--- src/rtl/rrf_commit_unit_if.sv ---
// Rename/commit bundle between rename, execute, ARF and the RRF.
// Signal names match the RRF port list; widths follow the parameters.
interface rrf_commit_unit_if #(
    parameter int DATA_LEN = 32,
    parameter int REG_SEL  = 5,
    parameter int RRF_SEL  = 6
);
    logic                flush_i;
    logic                alloc_req_i;
    logic [REG_SEL-1:0]  alloc_dst_num_i;
    logic                alloc_grant_o;
    logic [RRF_SEL-1:0]  alloc_tag_o;
    logic [REG_SEL-1:0]  dst_num_setbusy_o;
    logic [RRF_SEL-1:0]  dst_rrftag_setbusy_o;
    logic                dst_en_setbusy_o;
    logic                wb_en_i;
    logic [RRF_SEL-1:0]  wb_tag_i;
    logic [DATA_LEN-1:0] wb_data_i;
    logic [RRF_SEL-1:0]  rs1_tag_i;
    logic [RRF_SEL-1:0]  rs2_tag_i;
    logic                rs1_valid_o;
    logic                rs2_valid_o;
    logic [DATA_LEN-1:0] rs1_data_o;
    logic [DATA_LEN-1:0] rs2_data_o;
    logic                completed_we_o;
    logic [REG_SEL-1:0]  completed_dst_num_o;
    logic [RRF_SEL-1:0]  completed_dst_rrftag_o;
    logic [DATA_LEN-1:0] from_rrfdata_o;
    logic                full_o;
    logic                empty_o;

    modport slave (
        input  flush_i, alloc_req_i, alloc_dst_num_i,
        input  wb_en_i, wb_tag_i, wb_data_i,
        input  rs1_tag_i, rs2_tag_i,
        output alloc_grant_o, alloc_tag_o,
        output dst_num_setbusy_o, dst_rrftag_setbusy_o,
        output dst_en_setbusy_o,
        output rs1_valid_o, rs2_valid_o,
        output rs1_data_o, rs2_data_o,
        output completed_we_o, completed_dst_num_o,
        output completed_dst_rrftag_o, from_rrfdata_o,
        output full_o, empty_o
    );

    modport master (
        output flush_i, alloc_req_i, alloc_dst_num_i,
        output wb_en_i, wb_tag_i, wb_data_i,
        output rs1_tag_i, rs2_tag_i,
        input  alloc_grant_o, alloc_tag_o,
        input  dst_num_setbusy_o, dst_rrftag_setbusy_o,
        input  dst_en_setbusy_o,
        input  rs1_valid_o, rs2_valid_o,
        input  rs1_data_o, rs2_data_o,
        input  completed_we_o, completed_dst_num_o,
        input  completed_dst_rrftag_o, from_rrfdata_o,
        input  full_o, empty_o
    );
endinterface

--- src/rtl/rrf_commit_unit.sv ---
// Rename register file: in-order tag allocation, writeback by tag,
// operand lookup with same-cycle forwarding and in-order commit to the ARF.
module rrf_commit_unit #(
    parameter int DATA_LEN = 32,
    parameter int REG_SEL  = 5,
    parameter int RRF_SEL  = 6,
    parameter int RRF_NUM  = 64
) (
    input  logic              clk_i,
    input  logic              reset_i,
    rrf_commit_unit_if.slave  rrf
);
    localparam logic [RRF_SEL:0] CNT_FULL = (RRF_SEL+1)'(RRF_NUM);

    logic [RRF_SEL-1:0]  head_q, head_d;
    logic [RRF_SEL-1:0]  tail_q, tail_d;
    logic [RRF_SEL:0]    count_q, count_d;
    logic [RRF_NUM-1:0]  valid_q, valid_d;
    logic [REG_SEL-1:0]  dst_q  [RRF_NUM];
    logic [DATA_LEN-1:0] data_q [RRF_NUM];

    logic                we_q, we_d;
    logic [REG_SEL-1:0]  cnum_q, cnum_d;
    logic [RRF_SEL-1:0]  ctag_q, ctag_d;
    logic [DATA_LEN-1:0] cdata_q, cdata_d;

    logic               full, empty;
    logic               grant, wb_hit, commit;
    logic [RRF_SEL-1:0] wb_off;
    logic               fwd1, fwd2;

    assign full   = (count_q == CNT_FULL);
    assign empty  = (count_q == '0);
    assign grant  = rrf.alloc_req_i & ~full & ~rrf.flush_i;
    assign wb_off = rrf.wb_tag_i - head_q;
    // Modular distance from head tells whether the tag is still in flight
    assign wb_hit = rrf.wb_en_i & ~rrf.flush_i
                  & ({1'b0, wb_off} < count_q);
    assign commit = ~rrf.flush_i & ~empty & valid_q[head_q];

    assign fwd1 = rrf.wb_en_i & (rrf.wb_tag_i == rrf.rs1_tag_i);
    assign fwd2 = rrf.wb_en_i & (rrf.wb_tag_i == rrf.rs2_tag_i);

    assign rrf.alloc_grant_o        = grant;
    assign rrf.alloc_tag_o          = tail_q;
    assign rrf.dst_en_setbusy_o     = grant;
    assign rrf.dst_num_setbusy_o    = rrf.alloc_dst_num_i;
    assign rrf.dst_rrftag_setbusy_o = tail_q;
    assign rrf.full_o               = full;
    assign rrf.empty_o              = empty;

    assign rrf.rs1_valid_o = fwd1 | valid_q[rrf.rs1_tag_i];
    assign rrf.rs2_valid_o = fwd2 | valid_q[rrf.rs2_tag_i];
    assign rrf.rs1_data_o  = fwd1 ? rrf.wb_data_i
                                  : data_q[rrf.rs1_tag_i];
    assign rrf.rs2_data_o  = fwd2 ? rrf.wb_data_i
                                  : data_q[rrf.rs2_tag_i];

    assign rrf.completed_we_o         = we_q;
    assign rrf.completed_dst_num_o    = cnum_q;
    assign rrf.completed_dst_rrftag_o = ctag_q;
    assign rrf.from_rrfdata_o         = cdata_q;

    always_comb begin
        head_d  = head_q;
        tail_d  = tail_q;
        count_d = count_q;
        valid_d = valid_q;
        we_d    = 1'b0;
        cnum_d  = cnum_q;
        ctag_d  = ctag_q;
        cdata_d = cdata_q;
        if (rrf.flush_i) begin
            head_d  = '0;
            tail_d  = '0;
            count_d = '0;
            valid_d = '0;
        end else begin
            if (grant) begin
                valid_d[tail_q] = 1'b0;
                tail_d          = tail_q + RRF_SEL'(1);
            end
            if (wb_hit) begin
                valid_d[rrf.wb_tag_i] = 1'b1;
            end
            if (commit) begin
                we_d    = 1'b1;
                cnum_d  = dst_q[head_q];
                ctag_d  = head_q;
                cdata_d = data_q[head_q];
                head_d  = head_q + RRF_SEL'(1);
            end
            count_d = count_q + (RRF_SEL+1)'(grant)
                              - (RRF_SEL+1)'(commit);
        end
    end

    always_ff @(posedge clk_i or negedge reset_i) begin
        if (!reset_i) begin
            head_q  <= '0;
            tail_q  <= '0;
            count_q <= '0;
            valid_q <= '0;
            we_q    <= 1'b0;
            cnum_q  <= '0;
            ctag_q  <= '0;
            cdata_q <= '0;
        end else begin
            head_q  <= head_d;
            tail_q  <= tail_d;
            count_q <= count_d;
            valid_q <= valid_d;
            we_q    <= we_d;
            cnum_q  <= cnum_d;
            ctag_q  <= ctag_d;
            cdata_q <= cdata_d;
        end
    end

    // Payload storage needs no reset; valid bits gate every use
    always_ff @(posedge clk_i) begin
        if (grant) begin
            dst_q[tail_q] <= rrf.alloc_dst_num_i;
        end
        if (wb_hit) begin
            data_q[rrf.wb_tag_i] <= rrf.wb_data_i;
        end
    end
endmodule
--- src/flat_wrapper.sv ---
// flat-port wrapper written by rule: the top's interface ports become plain ports
module rrf_commit_unit_flat 
#(
    parameter int DATA_LEN = 32,
    parameter int REG_SEL  = 5,
    parameter int RRF_SEL  = 6,
    parameter int RRF_NUM  = 64
)
  (clk_i, reset_i, rrf_flush_i, rrf_alloc_req_i, rrf_alloc_dst_num_i, rrf_wb_en_i, rrf_wb_tag_i, rrf_wb_data_i, rrf_rs1_tag_i, rrf_rs2_tag_i, rrf_alloc_grant_o, rrf_alloc_tag_o, rrf_dst_num_setbusy_o, rrf_dst_rrftag_setbusy_o, rrf_dst_en_setbusy_o, rrf_rs1_valid_o, rrf_rs2_valid_o, rrf_rs1_data_o, rrf_rs2_data_o, rrf_completed_we_o, rrf_completed_dst_num_o, rrf_completed_dst_rrftag_o, rrf_from_rrfdata_o, rrf_full_o, rrf_empty_o);
  rrf_commit_unit_if #(.DATA_LEN(DATA_LEN), .REG_SEL(REG_SEL), .RRF_SEL(RRF_SEL)) rrf_i ();
  input  logic clk_i;
  input  logic reset_i;
  input wire logic [$bits(rrf_i.flush_i)-1:0] rrf_flush_i;
  input wire logic [$bits(rrf_i.alloc_req_i)-1:0] rrf_alloc_req_i;
  input wire logic [$bits(rrf_i.alloc_dst_num_i)-1:0] rrf_alloc_dst_num_i;
  input wire logic [$bits(rrf_i.wb_en_i)-1:0] rrf_wb_en_i;
  input wire logic [$bits(rrf_i.wb_tag_i)-1:0] rrf_wb_tag_i;
  input wire logic [$bits(rrf_i.wb_data_i)-1:0] rrf_wb_data_i;
  input wire logic [$bits(rrf_i.rs1_tag_i)-1:0] rrf_rs1_tag_i;
  input wire logic [$bits(rrf_i.rs2_tag_i)-1:0] rrf_rs2_tag_i;
  output wire logic [$bits(rrf_i.alloc_grant_o)-1:0] rrf_alloc_grant_o;
  output wire logic [$bits(rrf_i.alloc_tag_o)-1:0] rrf_alloc_tag_o;
  output wire logic [$bits(rrf_i.dst_num_setbusy_o)-1:0] rrf_dst_num_setbusy_o;
  output wire logic [$bits(rrf_i.dst_rrftag_setbusy_o)-1:0] rrf_dst_rrftag_setbusy_o;
  output wire logic [$bits(rrf_i.dst_en_setbusy_o)-1:0] rrf_dst_en_setbusy_o;
  output wire logic [$bits(rrf_i.rs1_valid_o)-1:0] rrf_rs1_valid_o;
  output wire logic [$bits(rrf_i.rs2_valid_o)-1:0] rrf_rs2_valid_o;
  output wire logic [$bits(rrf_i.rs1_data_o)-1:0] rrf_rs1_data_o;
  output wire logic [$bits(rrf_i.rs2_data_o)-1:0] rrf_rs2_data_o;
  output wire logic [$bits(rrf_i.completed_we_o)-1:0] rrf_completed_we_o;
  output wire logic [$bits(rrf_i.completed_dst_num_o)-1:0] rrf_completed_dst_num_o;
  output wire logic [$bits(rrf_i.completed_dst_rrftag_o)-1:0] rrf_completed_dst_rrftag_o;
  output wire logic [$bits(rrf_i.from_rrfdata_o)-1:0] rrf_from_rrfdata_o;
  output wire logic [$bits(rrf_i.full_o)-1:0] rrf_full_o;
  output wire logic [$bits(rrf_i.empty_o)-1:0] rrf_empty_o;
  assign rrf_i.flush_i = rrf_flush_i;
  assign rrf_i.alloc_req_i = rrf_alloc_req_i;
  assign rrf_i.alloc_dst_num_i = rrf_alloc_dst_num_i;
  assign rrf_i.wb_en_i = rrf_wb_en_i;
  assign rrf_i.wb_tag_i = rrf_wb_tag_i;
  assign rrf_i.wb_data_i = rrf_wb_data_i;
  assign rrf_i.rs1_tag_i = rrf_rs1_tag_i;
  assign rrf_i.rs2_tag_i = rrf_rs2_tag_i;
  assign rrf_alloc_grant_o = rrf_i.alloc_grant_o;
  assign rrf_alloc_tag_o = rrf_i.alloc_tag_o;
  assign rrf_dst_num_setbusy_o = rrf_i.dst_num_setbusy_o;
  assign rrf_dst_rrftag_setbusy_o = rrf_i.dst_rrftag_setbusy_o;
  assign rrf_dst_en_setbusy_o = rrf_i.dst_en_setbusy_o;
  assign rrf_rs1_valid_o = rrf_i.rs1_valid_o;
  assign rrf_rs2_valid_o = rrf_i.rs2_valid_o;
  assign rrf_rs1_data_o = rrf_i.rs1_data_o;
  assign rrf_rs2_data_o = rrf_i.rs2_data_o;
  assign rrf_completed_we_o = rrf_i.completed_we_o;
  assign rrf_completed_dst_num_o = rrf_i.completed_dst_num_o;
  assign rrf_completed_dst_rrftag_o = rrf_i.completed_dst_rrftag_o;
  assign rrf_from_rrfdata_o = rrf_i.from_rrfdata_o;
  assign rrf_full_o = rrf_i.full_o;
  assign rrf_empty_o = rrf_i.empty_o;
  rrf_commit_unit #(.DATA_LEN(DATA_LEN), .REG_SEL(REG_SEL), .RRF_SEL(RRF_SEL), .RRF_NUM(RRF_NUM)) u_core (.clk_i(clk_i), .reset_i(reset_i), .rrf(rrf_i));
endmodule
--- config.mk ---
export PLATFORM = sky130hd
export DESIGN_NAME = rrf_commit_unit_flat
export DESIGN_NICKNAME = d
export VERILOG_FILES = /design/src/rtl/rrf_commit_unit_if.sv /design/src/rtl/rrf_commit_unit.sv /design/src/flat_wrapper.sv
export SDC_FILE = /design/constraint.sdc
export NUM_CORES = 2
export LEC_CHECK = 0
export CORE_UTILIZATION = 25
export CTS_BUF_LIST = sky130_fd_sc_hd__clkbuf_8 sky130_fd_sc_hd__clkbuf_16
export CTS_CLUSTER_DIAMETER = 80
export DETAILED_ROUTE_END_ITERATION = 12
export GPL_ROUTABILITY_DRIVEN = 0
export GPL_TIMING_DRIVEN = 0
export PLACE_DENSITY = 0.47
export REMOVE_ABC_BUFFERS = 1
export SETUP_SLACK_MARGIN = 0.2
export SLEW_MARGIN = 15
export SYNTH_ARGS = -nofsm -noshare
export SYNTH_HDL_FRONTEND = slang
export SYNTH_SLANG_ARGS = --single-unit
--- constraint.sdc ---
create_clock -name clk_i -period 10.5 [get_ports clk_i]
set_clock_uncertainty 0.05 [all_clocks]
set_input_delay 1.575 -clock clk_i [delete_from_list [all_inputs] [get_ports clk_i]]
set_output_delay 1.575 -clock clk_i [all_outputs]
set_load 0.01 [all_outputs]
* Yosys cells after proc, flatten, opt, wreduce, memory -nomap -nowiden
Memories as Yosys holds them, arrays and structs flattened. A register that Yosys moved wholly into a read port is not among the register bits. Index checks and enable logic that the tools add are counted.
Word-level totals: flip-flop bits (word level) 90, memory bits (writable) 2368, input bits 60, output and inout port bits 131, logic and storage cells 75, memories 2
Operators by class: $add $sub $neg 5, $lt $le $gt $ge 8, equal/unequal tests 3, multiplexer cells 27, bitwise logic cells 16, reduce and logical (&&, ||, !) cells 8
Memories:
- u_core.data_q | words 64, bits a word 32, read ports 3, clocked after memory_dff 1, write ports 1, line rrf_commit_unit.sv:20 | logic [DATA_LEN-1:0] data_q [RRF_NUM];
- u_core.dst_q | words 64, bits a word 5, read ports 1, clocked after memory_dff 1, write ports 1, line rrf_commit_unit.sv:19 | logic [REG_SEL-1:0] dst_q [RRF_NUM];
Operators with widths (number):
- two-way mux 64 bit | 4
- bitwise AND 64 bit | 1
- two-way mux 32 bit | 2
- NOT 64 bit | 1
- bitwise OR 64 bit | 1
- less-than comparator 6 x 7 -> 1 bit, second input constant | 5
- two-way mux 6 bit | 4
- binary-select mux 1 bit (select 6 bit) | 3
- adder 6 x 1 -> 6 bit, second input constant | 2
- demux 1 bit (select 6 bit) | 2
- == test 6 bit | 2
- >= comparator 6 x 1 -> 1 bit, second input constant | 2
- two-way mux 1 bit | 11
- bitwise AND 1 bit | 8
- adder 7 x 1 -> 7 bit | 1
- == test 7 bit, second input constant | 1
- zero test 7 bit | 1
- less-than comparator 6 x 7 -> 1 bit | 1
- two-way mux 7 bit | 1
- subtractor 7 x 1 -> 7 bit | 1
- subtractor 6 bit | 1
- nonzero test 2 bit | 2
- NOT 1 bit | 3
- logical AND 1 bit | 2
- other kinds (3) | 5

* Logic depth before layout (Yosys ltp)
depth in word-level cells 11, gate-level depth with buffers 20

* Worst setup path after synthesis
Ideal clock, no wire load.
path kind input-to-reg, start in rrf_wb_tag_i[0], end mem u_core.data_q[28][0], enable pin, arrival 6.914 ns, setup slack 3.020 ns, stages 14, path through inv_1 -> ha_1 -> inv_1 -> a21o_1 -> a21o_1 -> a21o_1 -> a21oi_1 -> xnor2_1 -> ha_1 -> a21oi_1 -> nor2_1 -> or2_2 -> clkbuf_1 -> nor4b_1
On the way: longest elaborated chain between the ends 5
RTL lines:
- start, declared | line flat_wrapper.sv:17 | input wire logic [$bits(rrf_i.wb_tag_i)-1:0] rrf_wb_tag_i;
- subtractor 6 bit | line rrf_commit_unit.sv:35 | assign wb_off = rrf.wb_tag_i - head_q;
- less-than comparator 6 x 7 -> 1 bit | line rrf_commit_unit.sv:38 | & ({1'b0, wb_off} < count_q);
- bitwise AND 1 bit | line rrf_commit_unit.sv:38
- two-way mux 1 bit | line rrf_commit_unit.sv:125 | if (wb_hit) begin
- two-way mux 1 bit (not written as such) | line rrf_commit_unit.sv:126 | data_q[rrf.wb_tag_i] <= rrf.wb_data_i;
- end, declared | line rrf_commit_unit.sv:20
Several ways; a longest one is shown, not always the timed one.

* Final worst setup path
start in rrf_rs1_tag_i[0], end out rrf_rs1_data_o[13]
On the way: longest elaborated chain between the ends 3, elaborated cells between the ends (all ways) 4, classes of those cells eq/ne (1); mux (1); bitwise (1); memory (1)
RTL lines:
- start, declared | line flat_wrapper.sv:19 | input wire logic [$bits(rrf_i.rs1_tag_i)-1:0] rrf_rs1_tag_i;
- parallel branches: the longest is 2 deep, another holds memory read (64 x 32 bit)
- two-way mux 32 bit (*) | line rrf_commit_unit.sv:54 | assign rrf.rs1_data_o = fwd1 ? rrf.wb_data_i
- end, declared | line flat_wrapper.sv:28 | output wire logic [$bits(rrf_i.rs1_data_o)-1:0] rrf_rs1_data_o;
Mark *: on every way between the ends.

==> impl_metrics.tcl <==
set metrics [dict create \
    cp_num_buf_inv 5 \
    synth-seq-cells 2495 \
    final-setup-viol-count 0 \
    grt_max_degree 76 \
    vias_per_cell 5.62 \
    num_rows 265 \
    antenna_found_initial 50 \
    layout-drive-gt1-share_pct 40.9 \
    status "finished, final reports clean" \
    slew_headroom_pct 11.5 \
    route.detailed.drc 0 \
    io_pins 191 \
    synth_edf_count 2368 \
    power_density_mw_per_mm2 157 \
    fillCellCount 50422 \
    grt_setup_unrepaired "no" \
    min_path_cells 1 \
    first_pass_iters 8 \
    cts_tree "yes" \
    wl_met2_um 263000 \
    drt_wl_total_um 531000 \
    path_delay_family "buffers and inverters" \
    critPathSlowestCell "nor2_1" \
    hold_viol 0 \
    synth-compound-area-share_pct 3.67 \
    yosys.area_share.simple_pct 2.34 \
    nets 6843 \
    cp_common_cell "buf_16" \
    final_cell_mix "2,368 x edfxtp_1, 1,893 x mux4_2, 293 x clkbuf_16" \
    cts_setup_buffers 0 \
    final_common_cell "edfxtp_1" \
    synth_xor_area_share_pct 0.181 \
    synth_seq_area_share_pct 56.9 \
    worst_pin_slew_ps 1330 \
    synth_cells 6628 \
    worstPathMaxFanout 75 \
    muxShareOfSynthArea_pct 34.1 \
    whs_endpoint "u_core.rrf.completed_dst_num_o[4]$_DFFE_PN0P_" \
    worstRegToRegCells 15 \
    port_buffers 190 \
    path_cells "buf_16 -> buf_16 -> buf_16 -> xnor2_1 -> nand4_1 -> or4_4 -> nand2b_4 -> buf_16 -> a211oi_1 -> nor2_1 -> clkdlybuf4s50_1" \
    top_layer "met5" \
    max_stage_delay_ps 770 \
    clock.fmax_mhz 115 \
    synthArstFlopShare_pct 5.09 \
    drv_cap 0 \
    start_kind "input pin" \
    grt_pass1_wl_um 715000 \
    via_count 78380 \
    start_util_pct 25.1 \
    grt_usage_pct 19.7 \
    ys_types 71 \
    place_ws_ps 1810 \
    internal_power_uw 18100 \
    grt_pass1_vias 80581 \
    clk_transition_reported_paths_ps 60 \
    r2r_slack_ps 4500 \
    clockPowerShare_pct 41.8 \
    cp.required_ps 8880 \
    cp-end-kind "output port" \
    synth_top_family_by_area "multiplexers" \
    timing.final.crit_period_ps 8690 \
    cts_inserted_buffers 285 \
    cts_resized 0 \
    seq_power_share_pct 45.7 \
    swShare_pct 25.3 \
    die_area_sq_mm 0.525 \
    grt_overflow_total 0 \
    setup_tns_ps 0 \
    die_w_um 725 \
    synth.avg_cell_area_sq_um 19.7 \
    first_iter_violations 9951 \
    timing.final.crit_share_pct 82.8 \
    ys.flop_type "edfxtp_1" \
    wl_met1_um 196000 \
    synth_warnings 0 \
    synth_fa_ha_area_share_pct 0.222 \
    ant_nets 0 \
    synth_area_sq_mm 0.131 \
    routedWlPerCell_um 38.1 \
    setup_ws_ps 1810 \
    rr_startpoint "u_core.head_q[4]$_DFFE_PN0P_" \
    die_height_um 725 \
    ir_drop_uv 118 \
    core_sq_mm 0.521 \
    drv_slew 0 \
    dpl.hpwl_um 335000 \
    criticalPathCategory "in2out" \
    power.switching_uw 6150 \
    cts_buffer_depth 4 \
    cts_num_sinks 2495 \
    met3_length_um 41700 \
    p_comb_share_pct 12.5 \
    area_growth_pct 18.2 \
    cts_root_buf "clkbuf_16" \
    htreeDepth 5 \
    cp.arrival_ps 7070 \
    hold_path_class "reg2reg" \
    hold_buffers 0 \
    clock_latency_ps 930 \
    leakage_uw 0.0464 \
    min-delay-start "u_core.rrf.completed_dst_num_o[4]$_DFFE_PN0P_" \
    rr_endpoint "u_core.data_q[45][14]$_DFFE_PP_" \
]
## worst max-delay path by stage
| stage | startpoint | cells past startpoint | end |
|---|---|---|---|
| 5_1_grt | rrf_rs1_tag_i[0] | 11 | rrf_rs1_data_o[26] |
| 2_1_floorplan | u_core.head_q[0]$_DFFE_PN0P_ | 10 | u_core.data_q[10][0]$_DFFE_PP_ |
| 3_5_place_dp | rrf_rs1_tag_i[0] | 11 | rrf_rs1_data_o[13] |
| 4_1_cts | rrf_rs1_tag_i[0] | 11 | rrf_rs1_data_o[13] |
| 6_report | rrf_rs1_tag_i[0] | 11 | rrf_rs1_data_o[13] |
| 3_3_place_gp | u_core.head_q[0]$_DFFE_PN0P_ | 12 | u_core.data_q[37][14]$_DFFE_PP_ |
## power by group through the flow
| stage | registers (uW) | clock network, uW | logic (uW) |
|---|---|---|---|
| final | 11100 | 10100 | 3030 |
| after floorplan | 11400 | 0 | 1500 |
| after global placement | 11400 | 0 | 5180 |
| after CTS | 11100 | 10300 | 3050 |
| after global routing | 11100 | 10600 | 3160 |
| after detailed placement | 11300 | 0 | 3040 |
## flip-flops by register name, indices dropped and copies added (netlist names)
name / cells
u_core.count_q: 7
u_core.data_q: 2048
u_core.dst_q: 320
u_core.head_q: 6
u_core.rrf.alloc_tag_o: 6
u_core.rrf.completed_dst_num_o: 5
u_core.rrf.completed_dst_rrftag_o: 6
u_core.rrf.completed_we_o: 1
u_core.rrf.from_rrfdata_o: 32
u_core.valid_q: 64
## synth_stat cells (all sizes together) (5+ instances only)
master,n,share of area (%)
or2,5,0.024
a211oi,96,0.55
nor3,62,0.24
clkbuf,364,1.0
mux4,1902,33
and3,6,0.029
a21oi,177,0.68
xor2,14,0.094
o21a,7,0.040
ha,20,0.19
and2,5,0.024
a22oi,221,1.3
nand3,39,0.15
nor2b,105,0.50
a21o,5,0.029
or4,31,0.18
o21ai,68,0.26
a22o,15,0.10
nand4,28,0.13
o22ai,84,0.40
mux2,94,0.88
nand2,58,0.17
a221oi,15,0.10
nand3b,6,0.034
mux2i,52,0.40
nand4b,15,0.10
xnor2,13,0.087
or3,11,0.053
buf,280,1.3
dfrtp,127,2.4
nand2b,19,0.091
edfxtp,2368,54
inv,78,0.22
nor2,188,0.54
## per-layer routing
layer	vias up	GRT usage (%)
met2	4317	33.4
li1	29690	-
met5	-	0.00907
met4	18	9.74
met3	1100	4.15
met1	43255	23.7
## cell type report
class                           count  area, sq um  area share, %
Antenna cell                       16         40.0         0.0259
Sequential cell                  2495        74300           48.1
Tap cell                         6942         8690           5.63
Clock inverter                    203         1710           1.11
Multi-Input combinational cell   3410        53100           34.4
Clock buffer                      308         7540           4.88
Timing Repair Buffer              490         8480           5.49
Inverter                           79          557          0.361
## cell families after synthesis
group / count (synthesis)
flops: 2495
xor+xnor: 27
buf+inv: 723
fa+ha+maj: 22
simple gates: 589
mux: 2048
compound gates: 724
## stage by stage
| stage | util, % | cells | instance area (sq um) | hold WS, ps | total power, uW |
|---|---|---|---|---|---|
| after floorplan | - | 5984 | 127000 | 477 | 12900 |
| after global placement | 26.5 | 13116 | 138000 | 441 | 16600 |
| after detailed placement | 27.9 | 13416 | 145000 | 443 | 14300 |
| after CTS | 29.7 | 13927 | 154000 | 459 | 24400 |
| after global routing | 29.7 | 13932 | 154000 | 472 | 24900 |
| final | 29.7 | 13943 | 154000 | 456 | 24300 |
Note: power is estimated with default switching activity, not from simulation.
